===== src/rtl/serial_reg_decoder_pkg.sv =====
// Shared framing constants and receiver state encoding for the serial register decoder.
package serial_reg_decoder_pkg;

    localparam int unsigned FRAME_BITS   = 10;
    localparam logic        START_BIT    = 1'b0;
    localparam logic        STOP_BIT     = 1'b1;
    localparam int unsigned PAYLOAD_BITS = FRAME_BITS - 2;

    typedef enum logic [1:0] {
        IDLE  = 2'd0,
        DATA  = 2'd1,
        STOP  = 2'd2,
        BREAK = 2'd3
    } rx_state_e;

endpackage


===== src/rtl/serial_frame_rx.sv =====
// Bit-level framer: start bit, 8 payload bits LSB first, stop bit.
// valid_o/err_o are combinational and asserted only while the stop bit is on the line.
module serial_frame_rx
    import serial_reg_decoder_pkg::*;
(
    input  logic                    sck_i,
    input  logic                    rst_n_i,
    input  logic                    sdi_i,
    output logic [PAYLOAD_BITS-1:0] payload_o,
    output logic                    valid_o,
    output logic                    err_o
);

    localparam int unsigned CNT_W = $clog2(PAYLOAD_BITS);

    rx_state_e               state_q, state_d;
    logic [CNT_W-1:0]        bit_cnt_q, bit_cnt_d;
    logic [PAYLOAD_BITS-1:0] shift_q, shift_d;

    always_comb begin
        state_d   = state_q;
        bit_cnt_d = bit_cnt_q;
        shift_d   = shift_q;
        case (state_q)
            IDLE: begin
                if (sdi_i == START_BIT) begin
                    state_d   = DATA;
                    bit_cnt_d = '0;
                end
            end
            DATA: begin
                shift_d = {sdi_i, shift_q[PAYLOAD_BITS-1:1]};
                if (bit_cnt_q == CNT_W'(PAYLOAD_BITS - 1)) begin
                    state_d = STOP;
                end else begin
                    bit_cnt_d = bit_cnt_q + CNT_W'(1);
                end
            end
            STOP: begin
                state_d = (sdi_i == STOP_BIT) ? IDLE : BREAK;
            end
            BREAK: begin
                if (sdi_i == STOP_BIT) begin
                    state_d = IDLE;
                end
            end
            default: state_d = IDLE;
        endcase
    end

    always_ff @(posedge sck_i or negedge rst_n_i) begin
        if (!rst_n_i) begin
            state_q   <= IDLE;
            bit_cnt_q <= '0;
            shift_q   <= '0;
        end else begin
            state_q   <= state_d;
            bit_cnt_q <= bit_cnt_d;
            shift_q   <= shift_d;
        end
    end

    assign payload_o = shift_q;
    assign valid_o   = (state_q == STOP) && (sdi_i == STOP_BIT);
    assign err_o     = (state_q == STOP) && (sdi_i != STOP_BIT);

endmodule


===== src/rtl/serial_reg_decoder.sv =====
// Assembles serially received nibbles into registers; payload = {idx[2:0], last, data[3:0]}.
// Flags sequence/address violations and framing errors, with a saturating error count.
module serial_reg_decoder
    import serial_reg_decoder_pkg::*;
#(
    parameter int unsigned NUM_REGS  = 8,
    parameter int unsigned REG_WIDTH = 8,
    parameter int unsigned ERR_CNT_W = 8
) (
    input  logic                          sck,
    input  logic                          rst_n,
    input  logic                          sdi,
    output logic [NUM_REGS*REG_WIDTH-1:0] regs,
    output logic                          wr_stb,
    output logic [2:0]                    wr_addr,
    output logic                          frame_err,
    output logic                          seq_err,
    output logic [ERR_CNT_W-1:0]          err_count
);

    localparam int unsigned NIBS     = REG_WIDTH / 4;
    localparam logic [1:0]  NIB_LAST = 2'(NIBS - 1);

    logic [PAYLOAD_BITS-1:0] payload;
    logic                    rx_valid;
    logic                    rx_err;

    serial_frame_rx u_rx (
        .sck_i     (sck),
        .rst_n_i   (rst_n),
        .sdi_i     (sdi),
        .payload_o (payload),
        .valid_o   (rx_valid),
        .err_o     (rx_err)
    );

    logic [NUM_REGS*REG_WIDTH-1:0] regs_q, regs_d;
    logic [REG_WIDTH-5:0]          hold_q, hold_d;
    logic [1:0]                    nib_cnt_q, nib_cnt_d;
    logic                          wr_stb_q, wr_stb_d;
    logic [2:0]                    wr_addr_q, wr_addr_d;
    logic                          frame_err_q, frame_err_d;
    logic                          seq_err_q, seq_err_d;
    logic [ERR_CNT_W-1:0]          err_count_q, err_count_d;

    logic [3:0]           data;
    logic                 last;
    logic [2:0]           idx;
    logic                 idx_ok;
    logic [REG_WIDTH-1:0] shifted;

    assign data    = payload[3:0];
    assign last    = payload[4];
    assign idx     = payload[7:5];
    assign idx_ok  = {1'b0, idx} < 4'(NUM_REGS);
    // New nibble enters at the top; the oldest nibble ends up in the low bits.
    assign shifted = {data, hold_q};

    always_comb begin
        regs_d      = regs_q;
        hold_d      = hold_q;
        nib_cnt_d   = nib_cnt_q;
        wr_stb_d    = 1'b0;
        wr_addr_d   = wr_addr_q;
        frame_err_d = 1'b0;
        seq_err_d   = 1'b0;
        err_count_d = err_count_q;
        if (rx_err) begin
            frame_err_d = 1'b1;
            hold_d      = '0;
            nib_cnt_d   = '0;
        end else if (rx_valid) begin
            if (!last) begin
                if (nib_cnt_q == NIB_LAST) begin
                    seq_err_d = 1'b1;
                    hold_d    = '0;
                    nib_cnt_d = '0;
                end else begin
                    hold_d    = shifted[REG_WIDTH-1:4];
                    nib_cnt_d = nib_cnt_q + 2'd1;
                end
            end else begin
                hold_d    = '0;
                nib_cnt_d = '0;
                if ((nib_cnt_q == NIB_LAST) && idx_ok) begin
                    for (int unsigned k = 0; k < NUM_REGS; k++) begin
                        if (idx == 3'(k)) begin
                            regs_d[k*REG_WIDTH +: REG_WIDTH] = shifted;
                        end
                    end
                    wr_stb_d  = 1'b1;
                    wr_addr_d = idx;
                end else begin
                    seq_err_d = 1'b1;
                end
            end
        end
        if ((frame_err_d || seq_err_d) && (err_count_q != '1)) begin
            err_count_d = err_count_q + ERR_CNT_W'(1);
        end
    end

    always_ff @(posedge sck or negedge rst_n) begin
        if (!rst_n) begin
            regs_q      <= '0;
            hold_q      <= '0;
            nib_cnt_q   <= '0;
            wr_stb_q    <= 1'b0;
            wr_addr_q   <= '0;
            frame_err_q <= 1'b0;
            seq_err_q   <= 1'b0;
            err_count_q <= '0;
        end else begin
            regs_q      <= regs_d;
            hold_q      <= hold_d;
            nib_cnt_q   <= nib_cnt_d;
            wr_stb_q    <= wr_stb_d;
            wr_addr_q   <= wr_addr_d;
            frame_err_q <= frame_err_d;
            seq_err_q   <= seq_err_d;
            err_count_q <= err_count_d;
        end
    end

    assign regs      = regs_q;
    assign wr_stb    = wr_stb_q;
    assign wr_addr   = wr_addr_q;
    assign frame_err = frame_err_q;
    assign seq_err   = seq_err_q;
    assign err_count = err_count_q;

endmodule


===== config.mk =====
export PLATFORM = sky130hd
export DESIGN_NAME = serial_reg_decoder
export DESIGN_NICKNAME = d
export VERILOG_FILES = /design/src/rtl/serial_reg_decoder_pkg.sv /design/src/rtl/serial_frame_rx.sv /design/src/rtl/serial_reg_decoder.sv
export SDC_FILE = /design/constraint.sdc
export NUM_CORES = 1
export LEC_CHECK = 0
export ABC_CLOCK_PERIOD_IN_PS = 4300
export CELL_PAD_IN_SITES_DETAIL_PLACEMENT = 2
export CELL_PAD_IN_SITES_GLOBAL_PLACEMENT = 2
export CORE_MARGIN = 4
export CORE_UTILIZATION = 38
export DETAILED_ROUTE_END_ITERATION = 10
export GPL_TIMING_DRIVEN = 0
export PLACE_DENSITY = 0.9
export SETUP_SLACK_MARGIN = 0.05
export SYNTH_ARGS = -nofsm -noshare
export SYNTH_HDL_FRONTEND = slang
export SYNTH_SLANG_ARGS = --single-unit

===== constraint.sdc =====
create_clock -name sck -period 4.3 [get_ports sck]
set_clock_uncertainty 0.2 [all_clocks]
set_input_delay 0.86 -clock sck [delete_from_list [all_inputs] [get_ports sck]]
set_output_delay 0.86 -clock sck [all_outputs]
set_load 0.05 [all_outputs]

Word level (Yosys, flattened, before mapping)
Index checks and enable logic that the tools add are counted.

Bits in latches: 0. Bits in registers: 97. Memories: 0. Memory bits (writable): 0. Memory bits (read-only): 0. Output and inout port bits: 78.

Add/subtract/negate cells: 3. Reduce and logical (&&, ||, !) cells: 19. $lt $le $gt $ge: 0. Div/mod/pow operators: 0. Equality and inequality tests: 17. Bitwise logic cells: 2. $mul: 0. Shifts and indexed selects: 0. Muxes and demuxes: 25.

Operator list (count): AND reduction 5 bit (8); two-way mux 2 bit (8); two-way mux 4 bit (4); == test 3 bit, second input constant (5); two-way mux 1 bit (9); adder 8 x 1 -> 8 bit, second input constant (1); inequality test 8 bit, second input constant (1); one-hot mux 2 bit (4 select lines) (1); == test 3 x 2 -> 1 bit, second input constant (2); two-way mux 3 bit (2); inequality test 2 bit, second input constant (3); one-hot mux 3 bit (2 select lines) (1); AND reduction 3 bit (2); == test 2 x 1 -> 1 bit, second input constant (2); == test 2 bit, second input constant (2); AND reduction 4 bit (1); nonzero test 2 bit (2); adder 3 x 1 -> 3 bit, second input constant (1); == test 3 x 1 -> 1 bit, second input constant (1); logical AND 1 bit (3); zero test 3 bit (1); adder 2 x 1 -> 2 bit, second input constant (1); zero test 2 bit (1); inequality test 2 x 1 -> 1 bit, second input constant (1); other kinds (2) (3).

Depth between registers and ports, before layout
Word-level depth: 7. Gate-level depth with buffers: 6.

Cells and area by module
Synthesis repeated with hierarchy kept, for this count alone.

Cells, all modules: 264. Area, all modules: 3978.8 um^2.

Modules (own cells, without submodules): serial_reg_decoder (times used 1, cells an instance 222, area each 3369.5 um^2); serial_frame_rx (times used 1, cells an instance 42, area each 609.3 um^2).

Worst setup path after synthesis
Ideal clock, no wire load.

Path type: input port to flip-flop. From: input port sdi. To: register regs_q[32], in the netlist regs[32]. Stages: 4. Path buffers: 1. Required time: 3.975 ns. Setup time: 0.125 ns. Data arrival time: 2.094 ns. Slack: 1.881 ns. Path through: buf_2 > nand4_4 > nor4b_4 > mux2_2.

Cells in the longest elaborated chain, start to end: 4. Elaborated cells between the ends (all ways): 5. Classes of those cells: bitwise (2); reduce/logical (3).

Ends and longest elaborated chain: start: declaration (RTL line serial_reg_decoder.sv:12) `input logic sdi,`; inverter 1 bit (RTL line serial_frame_rx.sv:65) `assign err_o = (state_q == STOP) && (sdi_i != STOP_BIT);`; logical AND 1 bit (RTL line serial_frame_rx.sv:65); inverter 1 bit (no line); AND reduction 5 bit (no line) (*); end signal: assignment (RTL line serial_reg_decoder.sv:114) `regs_q <= regs_d;`; end: declaration (RTL line serial_reg_decoder.sv:37) `logic [NUM_REGS*REG_WIDTH-1:0] regs_q, regs_d;`.

Every way passes the cells marked *; elsewhere a longest branch is shown, timed or not. A chain may end at the register's enable or synchronous reset.

Worst setup path after layout
From: register err_count_q[2], in the netlist err_count[2]. To: output port err_count[2].

RTL lines: start: declaration (RTL line serial_reg_decoder.sv:44) `logic [ERR_CNT_W-1:0] err_count_q, err_count_d;`; start signal: assignment (RTL line serial_reg_decoder.sv:121) `err_count_q <= err_count_d;`; end: declaration (RTL line serial_reg_decoder.sv:18) `output logic [ERR_CNT_W-1:0] err_count`.

No word-level cell between the ends.

==> metrics <==
outcome completed; total die area 0.0120 mm²; sequential cell area fraction in the yosys report 62.1%; count of buffers added by post-CTS timing repair for setup 0; mapped cell area 0.00391 mm²; DR vias 2515; Final setup violation count 0; Distinct cells, synth 38; row count 36; final non-filler cell total 494; share of flip-flops with an asynchronous set or reset after synthesis 100%; number of maximum-capacitance constraint violations 0; post-synthesis net count 271; post-route clock period utilization 63.5%; Core Region 0.00991 mm²; cell chosen for the clock root clkbuf_8; Initial DRT Pass Iterations 4; effective utilization at floorplan 39.5%; worst skew pair latency 0.37 ns; antenna-violating nets left 0; worst path arrival time 1.67 ns; global routing usage summed across all routing layers 19.7%; Power, Total 2370 µW; FF+latch count, synth 97; Die Span Y 109 µm; Clock Path Buffers 2; required time reported for the critical path endpoint 3.24 ns; type of the most critical hold path in2async; largest driver fanout on the critical path 7; Period minus WS final 2.73 ns; Gates resized, CTS repair 0; total congestion overflow 0; H-tree depth 3; Net count, final 362; port bufs 79; final weighted congestion in routability-driven placement 0.727; average cell area after synthesis 14.8 µm²; Inserted Diodes 0; Clk pin slew, worst setup/hold paths 0.10 ns; wire per inst 22.2 µm; post-synthesis to final-layout area growth 29.5%; post-synthesis xor/xnor area fraction 0.672%; initial antenna violation count 0; total leakage power 0.00240 µW; vias in the first global route 2920; number of hold buffers added after cts 0; delay of the slowest cell on the worst path 0.84 ns; maximum vdd drop 0.307 mV; total routed wirelength 10.9 mm; first-pass GRT wire length 17.3 mm; number of buffer and inverter stages on the critical path 1; post-synthesis compound-gate area fraction 3.55%; hpwl dp 7.83 mm; count of routing violations after the opening detailed-route iteration 65; kind of capture point of the worst setup path output port; path type of the worst setup path reg2out; dominant combinational cell family by area after synthesis multiplexers; CP cell instances clkdlybuf4s50_1; area share of fa/ha/maj cells after synthesis 0.960%; number of instances in the synthesized netlist 265; Die Wd 109 µm; count of warnings emitted by yosys 0; most used flip-flop cell after synthesis dfrtp_1; Critical Path Slowest Stage Cell clkdlybuf4s50_1; number of synthesized flops with an enable pin 0; peak clock frequency supported by timing 0.366 GHz; RSZ-0062 raised after global routing false; fraction of final layout cells with drive strength greater than 1 29.4%; Power Density 467 mW/mm²; Slew Limit Fails 0; residual DRC count 0; Top-Level Pins 81; number of instances in the placed design 478; pin count of the biggest net entering global routing 64; crit start category register; share of synthesized area spent on multiplexers 21.8%; Slew @ Worst Pin 0.966 ns; number of endpoints with negative hold slack in the final report 0; number of vias per cell 5.09; total number of clock tree sinks 97; CP delay by family, top buffers and inverters; relative slew slack 35.4%; number of buffers added by the clock tree synthesis step 9; clock tree from TritonCTS built; simple-gate share of the synthesized area 9.53%; worst reg-to-reg setup slack 1.91 ns
flip-flops by register name (all words and copies together), names as in the netlist, 2 cells and up:
signal and cells:
u_rx.bit_cnt_q 3, hold_q 4, nib_cnt_q 2, regs 64, wr_addr 3, u_rx.state_q 2
u_rx.payload_o 8, err_count 8
cells by family (layout without fill, tap and decap cells):
kind of cell	count (synthesis)	in the layout
flops	97	97
mux	76	76
fa+ha+maj	3	3
compound gates	21	21
xor+xnor	3	3
buf+inv	13	109
simple gates	52	52
where the power goes:
| part | switching [µW] | total [µW] | internal (µW) | leakage, µW |
|---|---|---|---|---|
| Combinational | 432 | 669 | 237 | 0.000994 |
| Clock | 325 | 538 | 213 | 0.0000831 |
| Sequential | 138 | 1160 | 1020 | 0.00132 |
synthesized netlist by cell type (3+ instances only):
cell type | n | area [µm²]
nor3_1 | 3 | 15.0
nor2b_1 | 3 | 18.8
inv_1 | 3 | 11.3
dfrtp_1 | 97 | 2430
xor2_1 | 3 | 26.3
nand2_1 | 18 | 67.6
nor2_1 | 7 | 26.3
clkbuf_1 | 3 | 11.3
ha_1 | 3 | 37.5
buf_1 | 4 | 15.0
a31oi_1 | 3 | 18.8
a22o_1 | 4 | 35.0
mux2_2 | 75 | 845
a21oi_1 | 4 | 20.0
o21ai_0 | 5 | 25.0
metrics by stage:
step           setup TNS, ns  cell area [µm²]  hold slack, ns  utilization (%)  setup WS (ns)
3_5_place_dp               0             4890           0.295             49.4           1.50
2_1_floorplan              0             3910           0.260                -           1.88
3_3_place_gp         -133.51             4870           0.263             49.1          -1.38
6_report                   0             5060           0.227             51.1           1.57
4_1_cts                    0             5060           0.236             51.1           1.55
5_1_grt                    0             5060           0.243             51.1           1.50
area by class of cell:
class                           instances  area, µm²
Tap cell                              133        166
Buffer                                  9       38.8
Timing Repair Buffer                   80        816
Fill cell                             962       4850
Sequential cell                        97       2430
Clock inverter                          6       42.5
Clock buffer                           10        128
Multi-Input combinational cell        155       1430
Inverter                                4       15.0
layer usage:
| layer | up-vias | part of all wire, % | GRT usage, % |
|---|---|---|---|
| met2 | 50 | 55 | 35.7 |
| met5 | - | 0 | 0 |
| li1 | 1126 | - | - |
| met1 | 1329 | 40 | 23.4 |
| met4 | 0 | 1.5 | 7.03 |
| met3 | 10 | 3.6 | 3.35 |
placed cells by master (no fill, tap or decap), types with 4 or more instances in the layout:
cell / n
mux2_2: 75
a22o_1: 4
nor2_1: 7
dfrtp_1: 97
buf_1: 4
clkbuf_1: 4
a21oi_1: 4
clkbuf_8: 9
clkdlybuf4s50_1: 78
nand2_1: 18
o21ai_0: 5
final timing paths:
path,from,endpoint,depth (start not counted)
max in group asynchronous,rst_n,regs[17],2
max,err_count[2],err_count[2],1
max reg2reg,nib_cnt_q[1],regs[32],4
min in group sck,regs[0],regs[0],1
min reg2reg,regs[0],regs[0],1
min,rst_n,regs[57],1
Note: power is estimated with default switching activity, not from simulation.
